## src/rtl/fifo_wr_arbiter_pkg.sv

```systemverilog
// Shared definitions for the FIFO write-side arbiter: burst FSM state
// encoding and a width helper for requester indices.
package fifo_wr_arbiter_pkg;

    typedef enum logic {
        ST_IDLE  = 1'b0,
        ST_BURST = 1'b1
    } state_e;

    // Bits needed to index n requesters; never returns less than 1.
    function automatic int clog2(input int n);
        int w;
        w = 1;
        while ((1 << w) < n) w++;
        return w;
    endfunction

endpackage

```

## src/rtl/fifo_wr_arbiter_rr_pick.sv

```systemverilog
// Combinational round-robin selector: finds the first set request bit
// searching upward from rr_last_i + 1 with wrap. Shared with the read side.
module fifo_wr_arbiter_rr_pick
    import fifo_wr_arbiter_pkg::*;
#(
    parameter int N = 4
) (
    input  logic [N-1:0]          req_i,
    input  logic [clog2(N)-1:0]   rr_last_i,
    output logic [clog2(N)-1:0]   sel_o,
    output logic                  valid_o
);

    localparam int W = clog2(N);

    // Scan from farthest to nearest so the nearest set bit after rr_last wins.
    always_comb begin
        logic [W-1:0] idx;
        // NOTE: every output gets a default before the loop so no path leaves it unassigned (no latch).
        sel_o = '0;
        idx   = '0;
        for (int i = N; i >= 1; i--) begin
            idx = W'((int'(rr_last_i) + i) % N);
            if (req_i[idx]) sel_o = idx;
        end
    end

    assign valid_o = |req_i;

endmodule

```

## src/rtl/fifo_wr_arbiter.sv

```systemverilog
// Write-side scheduler sharing one FIFO write port between NREQ requesters
// with round-robin burst grants. Optional macro FIFO_ARB_PRIO_EN makes
// requester 0 strict high priority at arbitration time.
module fifo_wr_arbiter
    import fifo_wr_arbiter_pkg::*;
#(
    parameter int NREQ      = 4,
    parameter int DATASIZE  = 8,
    parameter int MAX_BURST = 16
) (
    input  logic                     wr_clk,
    input  logic                     wr_rst,
    input  logic [NREQ-1:0]          req,
    input  logic [NREQ*DATASIZE-1:0] req_data,
    input  logic [NREQ-1:0]          req_last,
    input  logic                     fifo_full,
    output logic [NREQ-1:0]          gnt,
    output logic [NREQ-1:0]          ack,
    output logic                     fifo_wr_en,
    output logic [DATASIZE-1:0]      fifo_wr_data,
    output logic [clog2(NREQ)-1:0]   active_id,
    output logic                     busy
);

    localparam int         AW        = clog2(NREQ);
    localparam logic [7:0] LAST_BEAT = 8'(MAX_BURST - 1);

    state_e          state_q;
    logic [NREQ-1:0] gnt_q;
    logic [AW-1:0]   active_id_q;
    logic [AW-1:0]   rr_last_q;
    logic [7:0]      beat_cnt_q;

    logic [AW-1:0]   rr_sel;
    logic            rr_valid;
    logic [AW-1:0]   pick_sel;
    logic            pick_upd_rr;
    logic            accept;
    logic            end_burst;

    fifo_wr_arbiter_rr_pick #(.N(NREQ)) u_rr_pick (
        .req_i     (req),
        .rr_last_i (rr_last_q),
        .sel_o     (rr_sel),
        .valid_o   (rr_valid)
    );

    // Choose the next winner; with priority enabled requester 0 bypasses the rotation.
    always_comb begin
`ifdef FIFO_ARB_PRIO_EN
        pick_sel    = req[0] ? '0 : rr_sel;
        pick_upd_rr = ~req[0];
`else
        pick_sel    = rr_sel;
        pick_upd_rr = 1'b1;
`endif
    end

    assign busy      = (state_q == ST_BURST);
    assign accept    = busy & req[active_id_q] & ~fifo_full;
    // Withdrawal ends the burst without a beat; last flag or beat limit end it on a beat.
    assign end_burst = ~req[active_id_q]
                     | (accept & (req_last[active_id_q] | (beat_cnt_q == LAST_BEAT)));

    // Burst FSM: arbitration in IDLE, beat counting and release in BURST.
    always_ff @(posedge wr_clk or posedge wr_rst) begin
        if (wr_rst) begin
            state_q     <= ST_IDLE;
            gnt_q       <= '0;
            active_id_q <= '0;
            rr_last_q   <= AW'(NREQ - 1);
            beat_cnt_q  <= '0;
        end else begin
            // NOTE: non-blocking updates let every register here see pre-edge values of the others.
            case (state_q)
                ST_IDLE: begin
                    if (rr_valid) begin
                        state_q     <= ST_BURST;
                        gnt_q       <= NREQ'(1) << pick_sel;
                        active_id_q <= pick_sel;
                        beat_cnt_q  <= '0;
                        if (pick_upd_rr) rr_last_q <= pick_sel;
                    end
                end
                ST_BURST: begin
                    if (end_burst) begin
                        state_q    <= ST_IDLE;
                        gnt_q      <= '0;
                        beat_cnt_q <= '0;
                    end else if (accept) begin
                        beat_cnt_q <= beat_cnt_q + 8'd1;
                    end
                end
            endcase
        end
    end

    assign gnt          = gnt_q;
    assign active_id    = active_id_q;
    assign fifo_wr_en   = accept;
    assign ack          = accept ? gnt_q : '0;
    assign fifo_wr_data = busy ? req_data[int'(active_id_q)*DATASIZE +: DATASIZE] : '0;

endmodule

```

## config.mk

```make
export PLATFORM = sky130hd
export DESIGN_NAME = fifo_wr_arbiter
export DESIGN_NICKNAME = d
export VERILOG_FILES = /design/src/rtl/fifo_wr_arbiter_pkg.sv /design/src/rtl/fifo_wr_arbiter_rr_pick.sv /design/src/rtl/fifo_wr_arbiter.sv
export SDC_FILE = /design/constraint.sdc
export NUM_CORES = 1
export LEC_CHECK = 0
export ABC_AREA = 1
export CELL_PAD_IN_SITES_DETAIL_PLACEMENT = 0
export CELL_PAD_IN_SITES_GLOBAL_PLACEMENT = 1
export CORE_MARGIN = 8
export CORE_UTILIZATION = 30
export CTS_CLUSTER_DIAMETER = 50
export DETAILED_ROUTE_END_ITERATION = 10
export PLACE_DENSITY = 0.83
export SETUP_SLACK_MARGIN = 0.02
export SLEW_MARGIN = 20
export SYNTH_ARGS = -nofsm -noshare
export SYNTH_HDL_FRONTEND = slang
export SYNTH_SLANG_ARGS = --single-unit
```

## constraint.sdc

```tcl
create_clock -name wr_clk -period 4.1 [get_ports wr_clk]
set_input_delay 0.82 -clock wr_clk [delete_from_list [all_inputs] [get_ports wr_clk]]
set_output_delay 0.82 -clock wr_clk [all_outputs]
set_load 0.03 [all_outputs]
```

After elaboration in Yosys (flattened, before gate mapping):

Index checks and enable logic that the tools add are counted.

* register bits: 17
* bits of input ports: 43
* output and inout port bits: 20

* $add $sub $neg: 5
* $lt $le $gt $ge: 5
* eq/ne operators: 4
* shift-type cells: 2
* mux-type cells: 28
* bitwise logic cells: 8
* reductions and logical operators: 4

Operators by type and width (count)
* 8-bit 2-to-1 mux: 4
* 32-bit by 6-bit indexed part select with 8-bit output: 1
* 8-bit one-hot mux with 2 select lines: 1
* 2-bit by 3-bit less-than comparator with 1-bit output, second input constant: 5
* 1-bit binary-select mux with 2-bit select: 6
* 4-bit 2-to-1 mux: 3
* 8-bit by 1-bit adder with 8-bit output, second input constant: 1
* 8-bit by 4-bit equality test with 1-bit output, second input constant: 1
* 1-bit 2-to-1 mux: 8
* 2-bit 2-to-1 mux: 4
* 4-bit one-hot mux with 2 select lines: 1
* 2-bit AND reduction: 3
* 2-bit by 1-bit adder with 2-bit output, second input constant: 2
* 2-bit adder, second input constant: 2
* 4-bit OR reduction: 1
* 1-bit by 2-bit left shift with 4-bit output, first input constant: 1
* 1-bit bitwise AND: 3
* 3-bit by 1-bit inequality test with 1-bit output, second input constant: 1
* 1-bit inverter: 3
* 2-bit by 1-bit inequality test with 1-bit output, second input constant: 1
* 2-bit inequality test, second input constant: 1
* 1-bit bitwise OR: 2
* 1-bit one-hot mux with 2 select lines: 1

Depth between registers and ports, before layout:

Gate-level depths: netlist of the first run.

* word-level depth: 10
* gate-level depth with buffers: 12
* depth with buffers taken out: 11

Cells and area by module:

A second synthesis of the first run with hierarchy kept.

* cells, all modules: 263
* area, all modules: 1609.0 µm²

Modules (own cells, without submodules)
* fifo_wr_arbiter: times used 1, cells an instance 212, area an instance 1342.5 µm²
* fifo_wr_arbiter_rr_pick: times used 1, cells an instance 51, area an instance 266.5 µm²

Least setup slack after synthesis of the first run:

Ideal clock, no wire load.

* path kind: input to output
* from: input port req[2]
* to: output port ack[0]
* arrival time: 1684 ps
* data required time: 3280 ps
* path slack: 1596 ps
* cell stages on the path: 6
* buffers on the path: 0
* cell sequence: inv_1 nand2_4 nand3_2 nand2_2 nand3_1 nor2_1

* word-level cells in the longest chain between the ends: 5

RTL lines
* start, declared: line fifo_wr_arbiter.sv:13 `input logic [NREQ-1:0] req,`
* 1-bit binary-select mux with 2-bit select: line fifo_wr_arbiter.sv:60 `assign accept = busy & req[active_id_q] & ~fifo_full;`
* 1-bit 2-to-1 mux (not written as such): line fifo_wr_arbiter.sv:60
* 1-bit bitwise AND (2 in series): line fifo_wr_arbiter.sv:60
* 4-bit 2-to-1 mux: line fifo_wr_arbiter.sv:101 `assign ack = accept ? gnt_q : '0;`
* end, declared: line fifo_wr_arbiter.sv:18 `output logic [NREQ-1:0] ack,`

Every way passes these cells. The select of a mux whose other input is x is not followed.

Final worst setup path of the first run:

* from: input port req[2]
* to: output port ack[1]

Same word-level chain as after synthesis.

==> results of run 1 <==
[flip-flops by register name, indices dropped and copies added, names as in the netlist]
signal,flops
beat_cnt_q,8
busy,1
active_id,2
rr_last_q,2
gnt,4
[kinds of logic after synthesis]
| logic type | Yosys count | synth area share (%) |
|---|---|---|
| flip-flops | 17 | 28.6 |
| XOR/XNOR | 1 | 0.585 |
| AND/OR/NAND/NOR | 149 | 43.0 |
| AO/OA/AOI/OAI | 34 | 12.8 |
| adder cells (fa/ha/maj) | 1 | 0.835 |
| buffers and inverters | 48 | 14.2 |
[through the flow]
stage / util (%) / setup WS [ns] / hold slack (ns) / std cells
finish: 46.1 / 0.625 / 0.510 / 375
global route: 46.1 / 0.422 / 0.542 / 375
CTS: 46.1 / 0.608 / 0.517 / 375
detailed placement: 45.1 / 0.610 / 0.497 / 371
global placement: 45.1 / 0.650 / 0.493 / 371
floorplan: - / 1.60 / 0.475 / 250
[layout by cell type (no fill, tap or decap)]
cell type         n
clkbuf_8          3
nor3_1            1
nand2_4           2
nand2_2           3
o21bai_2          2
clkdlybuf4s50_1  62
o21ai_0          21
o21ai_2           2
nand4_1           6
ha_1              1
a21oi_1           8
a31oi_1           1
xor2_1            1
nand2_1          63
clkinvlp_4        1
nor2_1           50
nand3_1          17
buf_4             1
nor2_2            5
dfstp_2           2
dfrtp_1          15
nand3_2           2
inv_2             3
inv_1            36
[final cells by class]
class,instances,area share [%]
Tap cell,67,3.82
Clock inverter,1,0.342
Clock buffer,3,1.88
Sequential cell,17,19.5
Multi-Input combinational cell,185,39.1
Inverter,39,6.68
Timing Repair Buffer,63,28.7
[power by group through the flow]
stage	clock network, W	registers (W)	logic, W
floorplan	0	0.000313	0.000687
global placement	0	0.000295	0.00101
detailed placement	0	0.000296	0.00101
CTS	0.000138	0.000292	0.00102
global route	0.000144	0.000302	0.00113
finish	0.000134	0.000291	0.00100
[routing by layer]
layer	vias up	GRT usage, %	share of wire [%]
met5	-	0	0
met1	757	15.7	42
li1	891	-	-
met3	4	2.84	4.5
met2	30	23.5	53
met4	0	2.35	0.67
[critical path, cell delays in order]
cell	delay, ns
clkdlybuf4s50_1	0.48
inv_1	0.10
nand2_4	0.08
nand3_2	0.06
nand2_2	0.10
nand3_1	0.18
nor2_1	0.14
clkdlybuf4s50_1	0.68
[path summary, 6_finish.rpt]
check / from / to / slack, ns / cells after the start
min in group asynchronous: wr_rst / gnt[2]$_DFFE_PP0P_ / 0.95 / 2
max in group asynchronous: wr_rst / beat_cnt_q[1]$_DFFE_PP0P_ / 2.72 / 2
max reg2reg: active_id[1]$_DFFE_PP0P_ / beat_cnt_q[3]$_DFFE_PP0P_ / 2.10 / 9
min reg2reg: gnt[0]$_DFFE_PP0P_ / gnt[0]$_DFFE_PP0P_ / 0.51 / 2
max: req[2] / ack[1] / 0.63 / 8
min: gnt[0]$_DFFE_PP0P_ / gnt[0]$_DFFE_PP0P_ / 0.51 / 2
==> metrics.cfg, run 1 <==
[routing]
drt-total-wl_um=4620
avgViaCountPerCell=4.49
firstDrtPassIters=4
drtIter0Drc=62
routedWlPerCell_um=12.3
drc=0
vias=1682
antenna_left=0

[synthesis]
synth_top_area_share_pct=25.1
ys_seq_area_share_pct=28.6
syn_avg_cell_area_um2=5.99
synthTopCellsByCount=63 x nand2_1, 50 x nor2_1, 36 x inv_1
async_flop_share_pct=100
synth_edf_count=0
yosysWarnings=0
yosysMostFrequentCell=nand2_1
synth_flop_cell=dfrtp_1
ys_top_cells_by_area=dfrtp_1 25%, nand2_1 16%, nor2_1 13%
ys_ff_latch=17
syn_area_mm2=0.00150
syn_inst=250
synth_cell_type_count=24
syn_nets=294
synth_area_leader_cell=dfrtp_1

[placement]
gp_congestion=0.735
dp_hpwl_um=3650
port_buffers=62
placed_area_mm2=0.00214

[min_path]
hold_class=flip-flop to flip-flop

[outcome]
status=finished clean

[final_layout]
syn2layout_area_growth_pct=46.4
design_area_mm2=0.00219
layout-drive-gt1-share_pct=8.44
diodes=0
regArea_um2=428
layout.nets=353
nFillCells=531
multi_input_area_um2=857

[sta]
tightest_slew_ns=0.673
finalCritPeriodShare_pct=84.8
max_freq_mhz=288
max_slew_margin_pct=55.1
timing.final.hold_violations=0
maxSlewViolCount=0
rsz0062_at_grt=no
min_period_ns=3.47
setup_viol_count_final=0
tns_ns=0
finClkSkew_ns=0.00451

[global_route]
overflow=0
grt_start_max_net_pins=22
grt_pass1_vias=1604
grt_pass1_wl_um=7960
antenna_found_initial=0
track_usage_pct=13.1

[setup_path]
critPathKind=input port to output pin
start_kind=input port
cp.arrival_ns=2.65
critPathMaxFanout=6
crit_required_ns=3.28
endpoint_kind=output pin

[die]
fp.dieH_um=86.7
row_count=25
initial_core_util_pct=31.5
ios=63
fp.dieW_um=86.7
core_mm2=0.00475
fp.dieArea_mm2=0.00751

[clock_tree]
cts_tree=done
post_cts_buffers=0
cts_resized=0
clk_latency_ns=0.26
clk_path_buf_depth=2
h-tree-depth=1
cts_hold_buf=0
cts_inserted_buffers=3
path_clk_slew_ns=0.08
clock-sinks=17
clockRootBuffer=clkbuf_8

[run]
cap_violations=0

[power]
power_density_mw_per_mm2=651
pwr-share-comb_pct=70.2
sw_frac_of_total_pct=54.1
p_int_w=0.000655
ir_worst_vdd_mv=0.318
leakage_nw=1.07
finalPower_w=0.00143
power_frac_clock_pct=9.4
p_switching_w=0.000772
seqPwrFrac_pct=20.4

(Power assumes the default switching activity.)
==> run 2, diff against run 1 <==
--- a/config.mk
+++ b/config.mk
@@ -9,10 +9,10 @@
 export CELL_PAD_IN_SITES_DETAIL_PLACEMENT = 0
 export CELL_PAD_IN_SITES_GLOBAL_PLACEMENT = 1
 export CORE_MARGIN = 8
-export CORE_UTILIZATION = 30
+export CORE_UTILIZATION = 25
 export CTS_CLUSTER_DIAMETER = 50
 export DETAILED_ROUTE_END_ITERATION = 10
-export PLACE_DENSITY = 0.83
+export PLACE_DENSITY = 0.74
 export SETUP_SLACK_MARGIN = 0.02
 export SLEW_MARGIN = 20
 export SYNTH_ARGS = -nofsm -noshare
==> constraint.sdc (replaced) <==
create_clock -name wr_clk -period 2.8 [get_ports wr_clk]
set_input_delay 0.56 -clock wr_clk [delete_from_list [all_inputs] [get_ports wr_clk]]
set_output_delay 0.56 -clock wr_clk [all_outputs]
set_load 0.03 [all_outputs]
==> run 2 against run 1 <==
Net effect:
- power is 49% higher
- final cell count is 3.5% higher
- setup slack worse by 0.47 ns
- sequential share of layout area is 0.31 points lower
- clock skew is 0.0021 ns lower
- combinational power is 49% higher
- die area is 16% higher
- clock power is 45% higher
- first-iteration DRC count is 26% lower
- largest power group unchanged
==> metrics.cfg, run 2 (synthesis gave the netlist of run 1 again) <==
[clock_tree]
clockRootBuffer=clkbuf_8
clock-sinks=17  ; unchanged
clk_path_buf_depth=2  ; unchanged
path_clk_slew_ns=0.07  ; about the same
h-tree-depth=1  ; unchanged
clk_latency_ns=0.26  ; about the same
cts_tree=done
cts_inserted_buffers=3  ; unchanged

[final_layout]
nFillCells=628  ; +18%
diodes=0  ; unchanged
final_common_cell=nand2_1
largest_reg_flops=8  ; unchanged
design_area_mm2=0.00224  ; +2.2%
largest_register=beat_cnt_q
layout-drive-gt1-share_pct=12.5  ; +4.0 points
final_cell_mix=63 x nand2_1, 54 x clkdlybuf4s50_1, 50 x nor2_1
fin_util_pct=38.3  ; -7.8 points
layout.nets=358  ; +1.4%
syn2layout_area_growth_pct=49.6

[sta]
min_period_ns=2.65
fin_ws_ns=0.153  ; -0.473 ns
tns_ns=0  ; unchanged
maxSlewViolCount=0  ; unchanged
finClkSkew_ns=0.00238  ; -0.00213 ns
setup_viol_count_final=0  ; unchanged
max_slew_margin_pct=55.1  ; about the same
timing.final.hold_violations=0  ; unchanged
rsz0062_at_grt=no
max_freq_mhz=378
finalCritPeriodShare_pct=94.6
tightest_slew_ns=0.673  ; +0.0000967 ns

[setup_path]
cp_cell_sequence=clkdlybuf4s50_1, nor2_1, nor2_1, o21ai_0, a21oi_1, clkdlybuf4s50_1
start_kind=input port
cp.arrival_ns=2.09  ; -0.56 ns
r2r-end=beat_cnt_q[7]$_DFFE_PP0P_
critPathSlowestCell=clkdlybuf4s50_1
endpoint_kind=output pin
rr_worst_depth=10  ; +1
critPathMaxStageDelay_ns=0.70  ; +0.02 ns
crit_path_end=fifo_wr_data[4]
crit_required_ns=2.24  ; -1.04 ns
ff2ff_setup_slack_ns=0.96  ; -1.14 ns
critPathMaxFanout=1  ; -5
critPathKind=input port to output pin
crit_start=req_data[4]
worstReg2RegStart=active_id[1]$_DFFE_PP0P_

[global_route]
overflow=0  ; unchanged
grt_start_max_net_pins=22  ; unchanged
antenna_found_initial=0  ; unchanged
grt_pass1_vias=1587  ; -1.1%
track_usage_pct=11.0  ; -2.1 points
grt_pass1_wl_um=7770  ; -2.3%

[die]
fp.dieArea_mm2=0.00872  ; +16%
fp.dieH_um=93.4  ; +7.8%
initial_core_util_pct=25.6  ; -5.9 points
row_count=28  ; +12%
ios=63  ; unchanged
fp.dieW_um=93.4  ; +7.8%
core_mm2=0.00585  ; +23%

[placement]
post-place-ws_ns=0.132  ; -0.478 ns
gp_congestion=0.746  ; +1.5%
placed_area_mm2=0.00215  ; +0.23%
port_buffers=62  ; unchanged
dp_hpwl_um=3780  ; +3.4%

[routing]
wl_met1_um=2090  ; +6.5%
met3WireLength_um=113  ; -45%
avgViaCountPerCell=4.26  ; -5.1%
antenna_left=0  ; unchanged
top_layer=met4
drtIter0Drc=46  ; -26%
vias=1652  ; -1.8%
drc=0  ; unchanged
drt-total-wl_um=4750  ; +2.8%
routedWlPerCell_um=12.3  ; -0.63%
firstDrtPassIters=4  ; unchanged
met2_length_um=2530  ; +4.2%

[power]
leakage_nw=1.14  ; +6.4%
ir_worst_vdd_mv=0.428  ; +35%
power_density_mw_per_mm2=951  ; +46%

[outcome]
status=finished clean

[run]
cap_violations=0  ; unchanged

[min_path]
hold_class=flip-flop to flip-flop

run 2: layer usage:
layer | track usage [%] | up-vias
met3 | 1.84 | 2
met5 | 0 | -
met2 | 20.9 | 23
li1 | - | 902
met1 | 12.5 | 725
met4 | 2.01 | 0
run 2: layout make-up:
type | count | area (µm²) | share of cell area, %
Tap cell | 75 | 93.8 | 4.19
Clock buffer | 3 | 41.3 | 1.84
Multi-Input combinational cell | 185 | 857 | 38.2
Clock inverter | 1 | 7.51 | 0.335
Inverter | 39 | 150 | 6.70
Timing Repair Buffer | 68 | 661 | 29.5
Sequential cell | 17 | 430 | 19.2
run 2: timing repair:
action | 4_1_cts | 5_1_grt
buffers inserted | 0 | 4
endpoints found under the setup margin | 0 | 8
hold buffers | 0 | 0
resized for setup | 0 | 6
run 2: stage by stage:
step	hold slack [ns]	power (W)	instances
2_1_floorplan	0.475	0.00146	250
3_3_place_gp	0.498	0.00191	380
3_5_place_dp	0.500	0.00192	380
4_1_cts	0.519	0.00212	384
5_1_grt	0.546	0.00234	388
6_report	0.512	0.00213	388
run 2: how the worst min path moves through the flow:
stage | from | to | slack (ns) | cells past startpoint
floorplan | wr_rst | active_id[0]$_DFFE_PP0P_ | 0.48 | 1
global placement | beat_cnt_q[1]$_DFFE_PP0P_ | beat_cnt_q[1]$_DFFE_PP0P_ | 0.50 | 2
detailed placement | gnt[2]$_DFFE_PP0P_ | gnt[2]$_DFFE_PP0P_ | 0.50 | 2
CTS | gnt[2]$_DFFE_PP0P_ | gnt[2]$_DFFE_PP0P_ | 0.52 | 2
global route | gnt[1]$_DFFE_PP0P_ | gnt[1]$_DFFE_PP0P_ | 0.55 | 2
finish | gnt[2]$_DFFE_PP0P_ | gnt[2]$_DFFE_PP0P_ | 0.51 | 2
run 2: critical path: cells and delay by family:
kind,cells,cell delay [ns]
AND/OR/NAND/NOR,2,0.11
AO/OA/AOI/OAI,2,0.26
buffers and inverters,2,1.15
run 2: where the power goes:
part | internal, W | total (W) | switching [W]
Combinational | 0.000568 | 0.00149 | 0.000926
Sequential | 0.000331 | 0.000443 | 0.000112
Clock | 0.000100 | 0.000194 | 0.0000940
Total | 0.000999 | 0.00213 | 0.00113
==> variant 1: new RTL, config.mk and constraints of run 2 <==
The parameter `NREQ` goes from 4 to 5.
--- a/src/rtl/fifo_wr_arbiter.sv
+++ b/src/rtl/fifo_wr_arbiter.sv
@@ -6,3 +6,3 @@
 #(
-    parameter int NREQ      = 4,
+    parameter int NREQ      = 5,
     parameter int DATASIZE  = 8,
Interface: changed (6 resized); port bits go from 63 to 76. The function was not compared with the original's and may differ.
==> variant 1 against run 2 <==
The run now ends with negative setup slack left. Fmax down 22%. Synthesized area up 92%. Design area up 130%. Sequential cell count up 1. Routed wire length up 140%. Count of clock-buffer cells in the layout up 1. Synthesized cell count up 97%. Sequential share of layout area down 10 points. Die area up 74%. Via count up 130%. Worst hold slack about the same. Worst setup slack worse by 0.73 ns. Critical path type is now flop to flop.
Power is left out: the tool's default activity adds up to more than one toggle a clock period on the data nets, which glitch-free logic cannot reach.
==> variant 1: results (changes against run 2) <==
* Fraction of layout cells with a size suffix above 1 at 36.32% (was 12.46%)
* Vias in the first global route at 3788 (was 1587)
* Initial DRC Count at 139 (was 46)
* Mapped Nets at 573 (was 294)
* Pre-CTS setup slack at -0.8827 ns (was 0.1317 ns)
* Worst-path fanout max at 12 (was 1)
* Post-synthesis adder-cell area fraction at 11.73% (was 0.8354%)
* Status: finished, violations left (was complete, no violations)
* Largest stage delay, worst path at 0.41 ns (was 0.70 ns)
* WP data arrival at 3.56 ns (was 2.09 ns)
* XOR/XNOR Fraction of Synth Area at 3.086% (was 0.5848%)
* Sequential-to-total area share from yosys stat at 15.69% (was 28.57%)
* Via density at 4.675 (was 4.258)
* Hold path startpoint: gnt[1] (was gnt[2])
* Reg with most FFs: beat_cnt_q (unchanged)
* Failing checks: negative setup slack
* Largest net degree at the start of global routing at 32 (was 22)
* Crit path max-delay cell type: dfrtp_2 (was clkdlybuf4s50_1)
* Met1 Wirelength at 4822 um (was 2086 um)
* WL final at 11190 um (was 4754 um)
* Routed wl met3 at 517 um (was 113 um)
* Setup Buffers After CTS at 8 (was 0)
* GR Util met1 at 16.71% (was 12.50%)
* Area after DPL at 4464 um2 (was 2148 um2)
* Post-CTS Resized at 64 (was 0)
* Synth top cells by count: nand2_1, inv_1, nor2_1 (was nand2_1, nor2_1, inv_1)
* Grt total ovfl at 0 (unchanged)
* Worst r2r path cells at 23 (was 10)
* Met2 Resource Use GR at 27.64% (was 20.86%)
* Slew HR at 50.19% (was 55.09%)
* First-pass GRT wire length at 18040 um (was 7769 um)
* Hold Path Sink: gnt[1] (was gnt[2])
* Worst setup margin at -0.5796 ns (was 0.1526 ns)
* Critical Path End: gnt[2] (was fifo_wr_data[4])
* GPL Wtd Cong at 0.8207 (was 0.7460)
* Top cell family by delay on the critical path: simple AND/OR/NAND/NOR gates (was buffers and inverters)
* HPWL Detailed at 9038 um (was 3776 um)
* Fin nets at 739 (was 358)
* Skew final at 0.006319 ns (was 0.002380 ns)
* Routed wl met2 at 5746 um (was 2530 um)
* Overall Global Routing Usage at 14.62% (was 11.00%)
* Hold slack at 0.5124 ns (was 0.5119 ns)
* Area contributors post-synth: nand2_1, dfrtp_1, ha_1, inv_1, nand3_1 (was dfrtp_1, nand2_1, nor2_1, inv_1, o21ai_0)
* Setup violations, final at 9 (was 0)
* Netlist cell types at 34 (was 24)
* Port Buffer Count at 75 (was 62)
* Max layer used: met4 (unchanged)
[variant 1: cell types whose count changed in the layout (fill, tap and decap cells not counted), moves of 9 or more]
cell	change
buf_4	+91
nand2_1	+49
nand2_2	+34
inv_1	+22
nand3_1	+19
ha_1	+15
nor2_1	-14
buf_6	+11
o21ai_0	+11
o21ai_1	+11
nand2_4	+9
o22ai_1	+9
[variant 1: layout make-up]
| class | instances | area, um2 |
|---|---|---|
| inverters | 69 | 281.5 |
| repair buffers | 175 | 1515 |
| well taps | 143 | 178.9 |
| flip-flops and latches | 18 | 452.9 |
| clock buffers | 4 | 88.84 |
| fillers | 1159 | 6276 |
| multi-input cells | 392 | 2527 |
[variant 1: stage by stage]
| stage | utilization, % | cells | TNS [ns] |
|---|---|---|---|
| after floorplan | - | 493 | -6.024 |
| after global placement | 39.43 | 784 | -7.256 |
| after detailed placement | 39.43 | 784 | -7.428 |
| after CTS | 42.76 | 796 | -3.761 |
| after global routing | 44.56 | 801 | -6.592 |
| final | 44.56 | 801 | -4.147 |
==> variant 2: new RTL, flow settings as in run 2 <==
Without the edit above. Reset style: synchronous (`wr_rst`), changed in one clocked block.
--- a/src/rtl/fifo_wr_arbiter.sv
+++ b/src/rtl/fifo_wr_arbiter.sv
@@ -65,3 +65,3 @@
     // Burst FSM: arbitration in IDLE, beat counting and release in BURST.
-    always_ff @(posedge wr_clk or posedge wr_rst) begin
+    always_ff @(posedge wr_clk) begin
         if (wr_rst) begin
Behaviour: differs if wr_rst is asserted again (counterexample within 4 cycles, from zero or initial values and one cycle with wr_rst high); with wr_rst held inactive, the same outputs for 4 cycles.
==> variant 2 against run 2 <==
Synthesized cell count fell by 2.8%. Routed wire length fell by 3.3%. Die area down 8.5%. First-iteration DRC count rose to 2.8 times the old value. Sequential share of layout area fell by 2.7 points. Design area shrank 7.3%. Worst hold slack worse by 0.025 ns. Sequential cell count stayed put. Worst setup slack lost 0.0071 ns. Synthesized area down 10%. Core utilization rose by 2.1 points. Highest routed layer unchanged.
Power is not compared: it rests on default switching activity, and its combinational part moved more than twofold at a synthesized area within 25%.
==> variant 2: results (changes against run 2) <==
* Status: complete, no violations (unchanged)
* XOR/XNOR Fraction of Synth Area at 0% (was 0.5848%)
* Async SR Flop Fraction at 0% (was 100.0%)
* Sequential-to-total area share from yosys stat at 25.30% (was 28.57%)
* Max IR drop VDD at 0.3432 mV
* Pins Over Slew Limit at 0 (unchanged)
* Hold Path Sink: gnt[1] (was gnt[2])
* DR WL/cell at 12.20 um (was 12.25 um)
* Clk_lat worst skew at 0.25 ns
* Mapped Nets at 287 (was 294)
* Initial DRC Count at 127 (was 46)
* Via count at 1636 (was 1652)
* Reg-to-Reg End: gnt[3] (was beat_cnt_q[7])
* Hold depth at 2 (unchanged)
* Mux contribution to synthesized area at 0% (unchanged)
* Area after DPL at 2029 um2 (was 2148 um2)
* Skew final at 0.0008466 ns (was 0.002380 ns)
* Fin nets at 352 (was 358)
* Critical Path End: fifo_wr_data[4] (unchanged)
* Fraction of layout cells with a size suffix above 1 at 8.143% (was 12.46%)
* HPWL Detailed at 3649 um (was 3776 um)
* Post-synthesis adder-cell area fraction at 0.9302% (was 0.8354%)
* Synth top cells by count: nand2_1, nor2_1, inv_1 (unchanged)
* Filler cells at 599 (was 628)
* Worst-path fanout max at 1 (unchanged)
* Max Root-Sink Buffers at 2 (unchanged)
* Register area at 342.8 um2 (was 430.4 um2)
* Reg clk slew, reported paths at 0.07 ns (about the same)
* Slew HR at 65.85% (was 55.09%)
* Largest stage delay, worst path at 0.70 ns (about the same)
* Critical path origin: req_data[4] (unchanged)
* H-tree depth at 1 (unchanged)
* Hold path startpoint: gnt[1] (was gnt[2])
* R2r startpoint: beat_cnt_q[0] (was active_id[1])
* Synth Area in Compound Gates at 15.72% (was 12.78%)
* Ys Warns at 0 (unchanged)
* Vias in the first global route at 1512 (was 1587)
* Port Buffer Count at 62 (unchanged)
* Hold slack at 0.4868 ns (was 0.5119 ns)
* R2r setup slk at 1.07 ns (was 0.96 ns)
* Area contributors post-synth: dfxtp_1, nand2_1, nor2_1, o21ai_0, inv_1 (was dfrtp_1, nand2_1, nor2_1, inv_1, o21ai_0)
* Seq pwr share at 27.5%
* GPL Wtd Cong at 0.7778 (was 0.7460)
* Post-CTS Resized at 1 (was 0)
* Overall Global Routing Usage at 11.52% (was 11.00%)
* Reg with most FFs: beat_cnt_q (unchanged)
* First-pass GRT wire length at 7424 um (was 7769 um)
variant 2: stage by stage:
| stage | setup WS, ns | instances |
|---|---|---|
| final | 0.1454 | 377 |
| after global routing | 0.02746 | 377 |
| after CTS | 0.03190 | 377 |
| after detailed placement | 0.1337 | 373 |
| after global placement | 0.1297 | 373 |
| after floorplan | 0.2315 | 243 |
variant 2: worst register-to-register path, delay by kind of cell, from the launching register on:
kind / cells / cell delay (ns)
AND/OR/NAND/NOR: 5 / 0.57
flip-flops: 1 / 0.40
AO/OA/AOI/OAI: 2 / 0.32
adder cells (fa/ha/maj): 1 / 0.19
buffers and inverters: 2 / 0.14
variant 2: final cells by class:
cell class / instances / share of cell area, %
sequential: 17 / 16.50
clock inverter: 1 / 0.2408
inverter: 32 / 5.780
tap: 70 / 4.214
clock buffer: 3 / 1.987
timing repair buffer: 66 / 30.70
multi-input combinational: 188 / 40.58
variant 2: per-layer routing:
metal	track usage (%)	part of all wire [%]
met5	0	0
met4	1.360	0.35
met3	2.482	5.7
met2	19.33	47
met1	15.02	47
